### config.mk
export PLATFORM = sky130hd
export DESIGN_NAME = key_onehot_capture
export DESIGN_NICKNAME = d
export VERILOG_FILES = /design/src/rtl/key_onehot_capture.sv
export SDC_FILE = /design/constraint.sdc
export NUM_CORES = 1
export LEC_CHECK = 0
export ABC_AREA = 1
export BUFFER_PORTS_ARGS = -buffer_cell sky130_fd_sc_hd__buf_4
export CAP_MARGIN = 20
export CORE_MARGIN = 10
export CORE_UTILIZATION = 34
export DETAILED_ROUTE_END_ITERATION = 10
export RECOVER_POWER = 50
export SYNTH_ARGS = -nofsm -noshare
export SYNTH_HDL_FRONTEND = slang
export SYNTH_SLANG_ARGS = --single-unit
### constraint.sdc
create_clock -name clk -period 2.9 [get_ports clk]
set_clock_uncertainty 0.05 [all_clocks]
set_input_delay 0.435 -clock clk [delete_from_list [all_inputs] [get_ports clk]]
set_output_delay 0.435 -clock clk [all_outputs]
set_load 0.05 [all_outputs]
### src/rtl/key_onehot_capture.sv
// Key front-end for encoder_8to3: synchronises, debounces and queues 8 key presses,
// then presents them one at a time as a one-hot word over a valid/ready handshake.
module key_onehot_capture #(
    parameter int DEBOUNCE_CYCLES = 4,
    parameter int CNT_W           = 8
) (
    input  logic       clk,
    input  logic       rst_n,
    input  logic [7:0] key_in,
    input  logic       out_ready,
    output logic [7:0] onehot_out,
    output logic       out_valid,
    output logic       drop_pulse
);

    localparam logic IDLE    = 1'b0;
    localparam logic PRESENT = 1'b1;

    localparam logic [CNT_W-1:0] CNT_LAST = CNT_W'(DEBOUNCE_CYCLES - 1);

    logic [7:0]            s1, s2;
    logic [7:0]            db, db_next;
    logic [7:0][CNT_W-1:0] cnt, cnt_next;
    logic [7:0]            press;
    logic [7:0]            pending;
    logic [7:0]            lowest;
    logic [7:0]            load_mask;
    logic                  load;
    logic                  state;

    // NOTE: every combinational output gets a default before any branch, so no latch is inferred.
    always_comb begin
        for (int i = 0; i < 8; i++) begin
            db_next[i]  = db[i];
            cnt_next[i] = '0;
            if (s2[i] != db[i]) begin
                if (cnt[i] == CNT_LAST) begin
                    db_next[i] = s2[i];
                end else begin
                    cnt_next[i] = cnt[i] + CNT_W'(1);
                end
            end
        end
    end

    assign press = db_next & ~db;

    // Two's-complement trick isolates the lowest set bit: bit 0 has top priority.
    assign lowest    = pending & (~pending + 8'd1);
    assign load      = (pending != 8'd0) && ((state == IDLE) || out_ready);
    assign load_mask = load ? lowest : 8'd0;

    // NOTE: sequential state uses non-blocking assignments so every flop samples pre-edge values.
    always_ff @(posedge clk or negedge rst_n) begin
        if (!rst_n) begin
            s1  <= '0;
            s2  <= '0;
            db  <= '0;
            cnt <= '0;
        end else begin
            s1  <= key_in;
            s2  <= s1;
            db  <= db_next;
            cnt <= cnt_next;
        end
    end

    always_ff @(posedge clk or negedge rst_n) begin
        if (!rst_n) begin
            pending    <= '0;
            drop_pulse <= 1'b0;
        end else begin
            pending    <= (pending & ~load_mask) | press;
            drop_pulse <= |(press & pending & ~load_mask);
        end
    end

    always_ff @(posedge clk or negedge rst_n) begin
        if (!rst_n) begin
            state      <= IDLE;
            onehot_out <= '0;
        end else if (load) begin
            state      <= PRESENT;
            onehot_out <= lowest;
        end else if ((state == PRESENT) && out_ready) begin
            state      <= IDLE;
            onehot_out <= '0;
        end
    end

    assign out_valid = (state == PRESENT);

endmodule

==> results.ini, run 1 <==
[timing]
slew_violations=0
tightest_slew_ns=1.21
period_minus_slack_ns=1.83
fin_setup_tns_ns=0
holdWs_ns=0.158
hold_viol_final=0
fin_crit_sh_pct=63.0
fmax_mhz=548
finalSetupViolCount=0
max_slew_margin_pct=19.4
rsz0062_at_grt=no
setup_slack_ns=1.07

[drt]
drc_errors=0
firstDrtPassIters=4
wl_um=8710
via_per_inst=4.48
vias=3397
drtIter0Drc=121
wl_per_cell_um=11.5
ant_nets=0

[global_routing]
grt_pass1_vias=3464
grt_pass1_wl_um=15400
antenna_found_initial=0
grt_overflow=0
grt_util_met1_pct=10.5
grt-busiest-layer=met2
grt_max_degree=48
gr-usage-met3_pct=3.01
track_usage_pct=9.58
met2_usage_pct=16.7

[synthesis]
synthMuxAreaShare_pct=0
syn_inst=541
netlist_area_um2=4790
synth-seq-cells=106
yosysSeqAreaShare_pct=55.4
async_flop_share_pct=100
synth_cell_types=25
synthXorXnorAreaFrac_pct=3.29
synth_top_family_by_area=simple AND/OR/NAND/NOR gates
synthFlopType=dfrtp_1
synth_compound_area_share_pct=3.74
synthAdderAreaFrac_pct=2.09
avgSynthCellArea_um2=8.85
synth_edf_count=0
yosys_warnings=0
synthSimpleGateAreaFrac_pct=29.5
syn_nets=560

[finish]
multiInputGateArea_um2=1850
diodes=0
fin_cells=759
syn2layout_area_growth_pct=14.0
fillers=1348
fin_nets=593
mostFrequentLayoutCells=dfrtp_1 (106), nor2_1 (99), nand2_1 (99)
finish.utilization_pct=39.4
drive_gt1_share_pct=13.1
regArea_um2=2650
final_common_cell=dfrtp_1
fin_area_um2=5450

[die]
fp.dieW_um=139
die_area_um2=19200
core_region_area_um2=13800
die_height_um=139
io_pins=21
initial_core_util_pct=34.6
num_rows=43

[worst_setup_path]
crit_path_max_incr_delay_ns=0.86
r2r_start=cnt[40]
r2r_end=cnt[45]
crit_family=buffers and inverters
cp.arrival_ns=2.12
r2r_slack_ns=1.49
path_class=in -> async
crit_fanout=47
critPathRequiredTime_ns=3.20
critPathSlowestCell=clkbuf_2
worst-path-buf-inv=2
endpoint_kind=asynchronous set/reset pin
reg2reg_depth=6
start_kind=input pin
crit_chain=clkbuf_2, clkbuf_1

[cts]
cts_tree=built
hold_buffers=0
cts_root_buf=clkbuf_16
cts_setup_buffers=0
insertion_delay_ns=0.35
cts_sinks=106
cts.path.max_buffers=2
cts_resized=0
clkTransAtPathRegs_ns=0.07
cts_buffers=9
h-tree-depth=3

[place]
portBuffers=20
dp_hpwl_um=6400
dpl_cell_area_um2=5190
place_ws_ns=1.45
place.gp.congestion=0.829
dp.cells=743

[power]
power-per-cell-area_nw_per_um2=793
ir_drop_mv=0.347
seqPwrFrac_pct=46.2
internal_power_mw=2.75
pwr-share-comb_pct=27.7
p_sw_mw=1.57
swShare_pct=36.4
p_total_mw=4.32
clockPowerShare_pct=26.1
p_leak_nw=2.66

[worst_hold_path]
hold_start=key_in[4]
hold_path_class=in -> reg
hold_path_end=s1[4]
whs_path_depth=1

[outcome]
status=finished, final reports clean

[job]
drv_cap=0

==> worst max-delay path by stage <==
stage,end,slack (ns),depth (start not counted),from
floorplan,drop_pulse,1.46,8,out_valid
global placement,drop_pulse,1.47,10,out_ready
detailed placement,drop_pulse,1.45,10,out_ready
CTS,out_valid,1.41,1,out_valid
global route,cnt[17],0.72,2,rst_n
finish,s1[5],1.07,2,rst_n
==> Yosys cell counts, types with 2 or more instances <==
master   instances  share of area [%]
o21ai_1          3               0.31
nor3b_1         15                2.4
nor2_1          99                7.8
dfrtp_1        106                 55
ha_1             8                2.1
nand2_1         99                7.8
inv_1           74                5.8
or2_2            3               0.39
xor2_1           9                1.6
a21oi_1         12                1.3
nand3_1         34                3.6
nand4_1          8                1.0
o21ai_0         15                1.6
inv_2            2               0.16
nand3_2         10                2.1
nor2_4           6                1.4
nor2_2          12                1.6
xnor2_1          9                1.6
nand2_2          4               0.52
nor3_1           8               0.84
==> state kept, by name, summed over array words and instances, names as in the netlist <==
signal and count:
drop_pulse 1, out_valid 1, pending 8, s1 8
onehot_out 8, db 8, s2 8, cnt 64
==> cell type report <==
type	instances	area share, %
clock buffer	10	4.38
clock inverter	6	0.596
multi-input combinational	359	33.9
sequential	106	48.6
timing repair buffer	22	3.14
tap	180	4.13
inverter	76	5.23
==> power by group through the flow <==
stage / Clock [mW] / Sequential (mW) / Combinational [mW]
floorplan: 0 / 2.14 / 0.736
global placement: 0 / 2.01 / 1.19
detailed placement: 0 / 2.02 / 1.22
CTS: 1.18 / 2.00 / 1.22
global route: 1.23 / 2.03 / 1.36
finish: 1.13 / 2.00 / 1.20
==> logic make-up (layout without fill, tap and decap cells) <==
kind of cell               Yosys count  in the layout
AOI/OAI and AO/OA                   34             34
buffers and inverters               76            114
adders and majority gates            8              8
xor gates and xnor gates            18             18
DFF                                106            106
and+or+nand+nor                    299            299
==> metal layers <==
metal | wire [um] | part of all wire (%)
met1 | 4000 | 46
met2 | 4310 | 50
met3 | 255 | 2.9
met4 | 143 | 1.6
met5 | 0 | 0
Note: power is estimated with default switching activity, not from simulation.
==> run 2: changes to the inputs <==
- clock period: 2.9 -> 1.7 ns (I/O delays scaled with it)
==> results.ini, run 2 (same netlist as run 1, synthesis figures left out) <==
[power]
internal_power_mw=4.75
swShare_pct=35.8
power-per-cell-area_nw_per_um2=1330
p_sw_mw=2.65
seqPwrFrac_pct=46.0
p_leak_nw=2.70
ir_drop_mv=0.591
pwr-share-comb_pct=28.1
clockPowerShare_pct=25.9

[worst_hold_path]
hold_path_class=in -> reg
hold_path_end=out_valid
whs_path_depth=4
hold_start=out_ready

[job]
drv_cap=0

[die]
die_area_um2=19200
initial_core_util_pct=34.6
fp.dieW_um=139
num_rows=43
io_pins=21
core_region_area_um2=13800
die_height_um=139

[global_routing]
met2_usage_pct=16.7
grt-busiest-layer=met2
grt_pass1_vias=3505
grt_util_met1_pct=11.1
gr-usage-met3_pct=3.56
grt_overflow=0
grt_pass1_wl_um=15900
antenna_found_initial=0
track_usage_pct=9.78
grt_max_degree=37

[timing]
hold_viol_final=0
finalSetupViolCount=0
max_slew_margin_pct=67.1
slew_violations=0
rsz0062_at_grt=no
tightest_slew_ns=0.494
fin_setup_tns_ns=0
fmax_mhz=715
fin_crit_sh_pct=82.3
period_minus_slack_ns=1.40
setup_slack_ns=0.301

[worst_setup_path]
r2r_start=cnt[40]
cp.arrival_ns=1.61
path_class=reg -> reg
start_kind=flop
critPathRequiredTime_ns=1.91
crit_fanout=5
r2r_end=cnt[45]
reg2reg_depth=6
endpoint_kind=flop
r2r_slack_ns=0.30

[drt]
drtIter0Drc=145
firstDrtPassIters=4
wl_um=8560
drc_errors=0
ant_nets=0
vias=3451
via_per_inst=4.49
wl_per_cell_um=11.1

[cts]
h-tree-depth=3
cts_tree=built
cts_resized=0
cts_buffers=9
cts.path.max_buffers=2
cts_sinks=106
cts_root_buf=clkbuf_16
insertion_delay_ns=0.35
clkTransAtPathRegs_ns=0.07

[finish]
finish.utilization_pct=40.1
final_common_cell=dfrtp_1
largest_register_ffs=64
fillers=1345
fin_cells=768
mostFrequentLayoutCells=dfrtp_1 (106), nor2_1 (99), nand2_1 (99)
syn2layout_area_growth_pct=15.9
fin_nets=604
diodes=0
drive_gt1_share_pct=12.9
largest-register=cnt

[place]
place_ws_ns=0.317
place.gp.congestion=0.782
dp_hpwl_um=6320
portBuffers=20
dp.cells=745

[outcome]
status=finished, final reports clean

[run 2: critical path, cell delays in order, from the launching register on]
cell	delay, ns
dfrtp_1	0.41
ha_1	0.26
inv_1	0.06
nor2_1	0.05
nand2_1	0.12
nand2_1	0.14
nor3b_1	0.22
[run 2: power groups by stage]
| stage | logic [mW] | registers [mW] | clock network (mW) |
|---|---|---|---|
| 3_5_place_dp | 2.10 | 3.46 | 0 |
| 5_1_grt | 2.38 | 3.48 | 2.12 |
| 2_1_floorplan | 1.26 | 3.65 | 0 |
| 4_1_cts | 2.12 | 3.41 | 2.02 |
| 3_3_place_gp | 2.05 | 3.43 | 0 |
| 6_report | 2.08 | 3.40 | 1.92 |
[run 2: layer usage]
| metal | vias to the layer above | routed length (um) | share of wire [%] |
|---|---|---|---|
| met5 | - | 0 | 0 |
| met4 | 0 | 87 | 1.0 |
| met3 | 9 | 320 | 3.7 |
| met2 | 34 | 4310 | 50 |
| met1 | 1619 | 3840 | 45 |
| li1 | 1789 | - | - |
[run 2: how the worst max path moves through the flow]
stage	start	endpoint	slack, ns
after global routing	rst_n	s1[7]	0.1
after global placement	cnt[16]	drop_pulse	0.33
after CTS	cnt[40]	cnt[45]	0.29
after floorplan	out_valid	drop_pulse	0.26
final	cnt[40]	cnt[45]	0.30
after detailed placement	cnt[40]	cnt[45]	0.32
[run 2: layout make-up]
type                            count  area [um^2]  share of cell area [%]
Sequential cell                   106         2650                    47.8
Multi-Input combinational cell    359         1850                    33.3
Inverter                           76          285                    5.14
Timing Repair Buffer               33          265                    4.78
Clock buffer                       12          256                    4.62
Tap cell                          180          225                    4.06
Clock inverter                      2         13.8                   0.248
[run 2: metrics by stage]
step / hold WS, ns / cell area, um^2 / power, mW
2_1_floorplan: -0.0906 / 4790 / 4.90
3_3_place_gp: 0.122 / 5220 / 5.49
3_5_place_dp: 0.119 / 5220 / 5.56
4_1_cts: 0.269 / 5580 / 7.55
5_1_grt: 0.309 / 5550 / 7.98
6_report: 0.278 / 5550 / 7.40
[run 2: repair_timing]
action,4_1_cts,5_1_grt
setup buffers,0,0
hold buffers,9,0
setup endpoints to repair,0,0
endpoints found under the hold margin,26,0
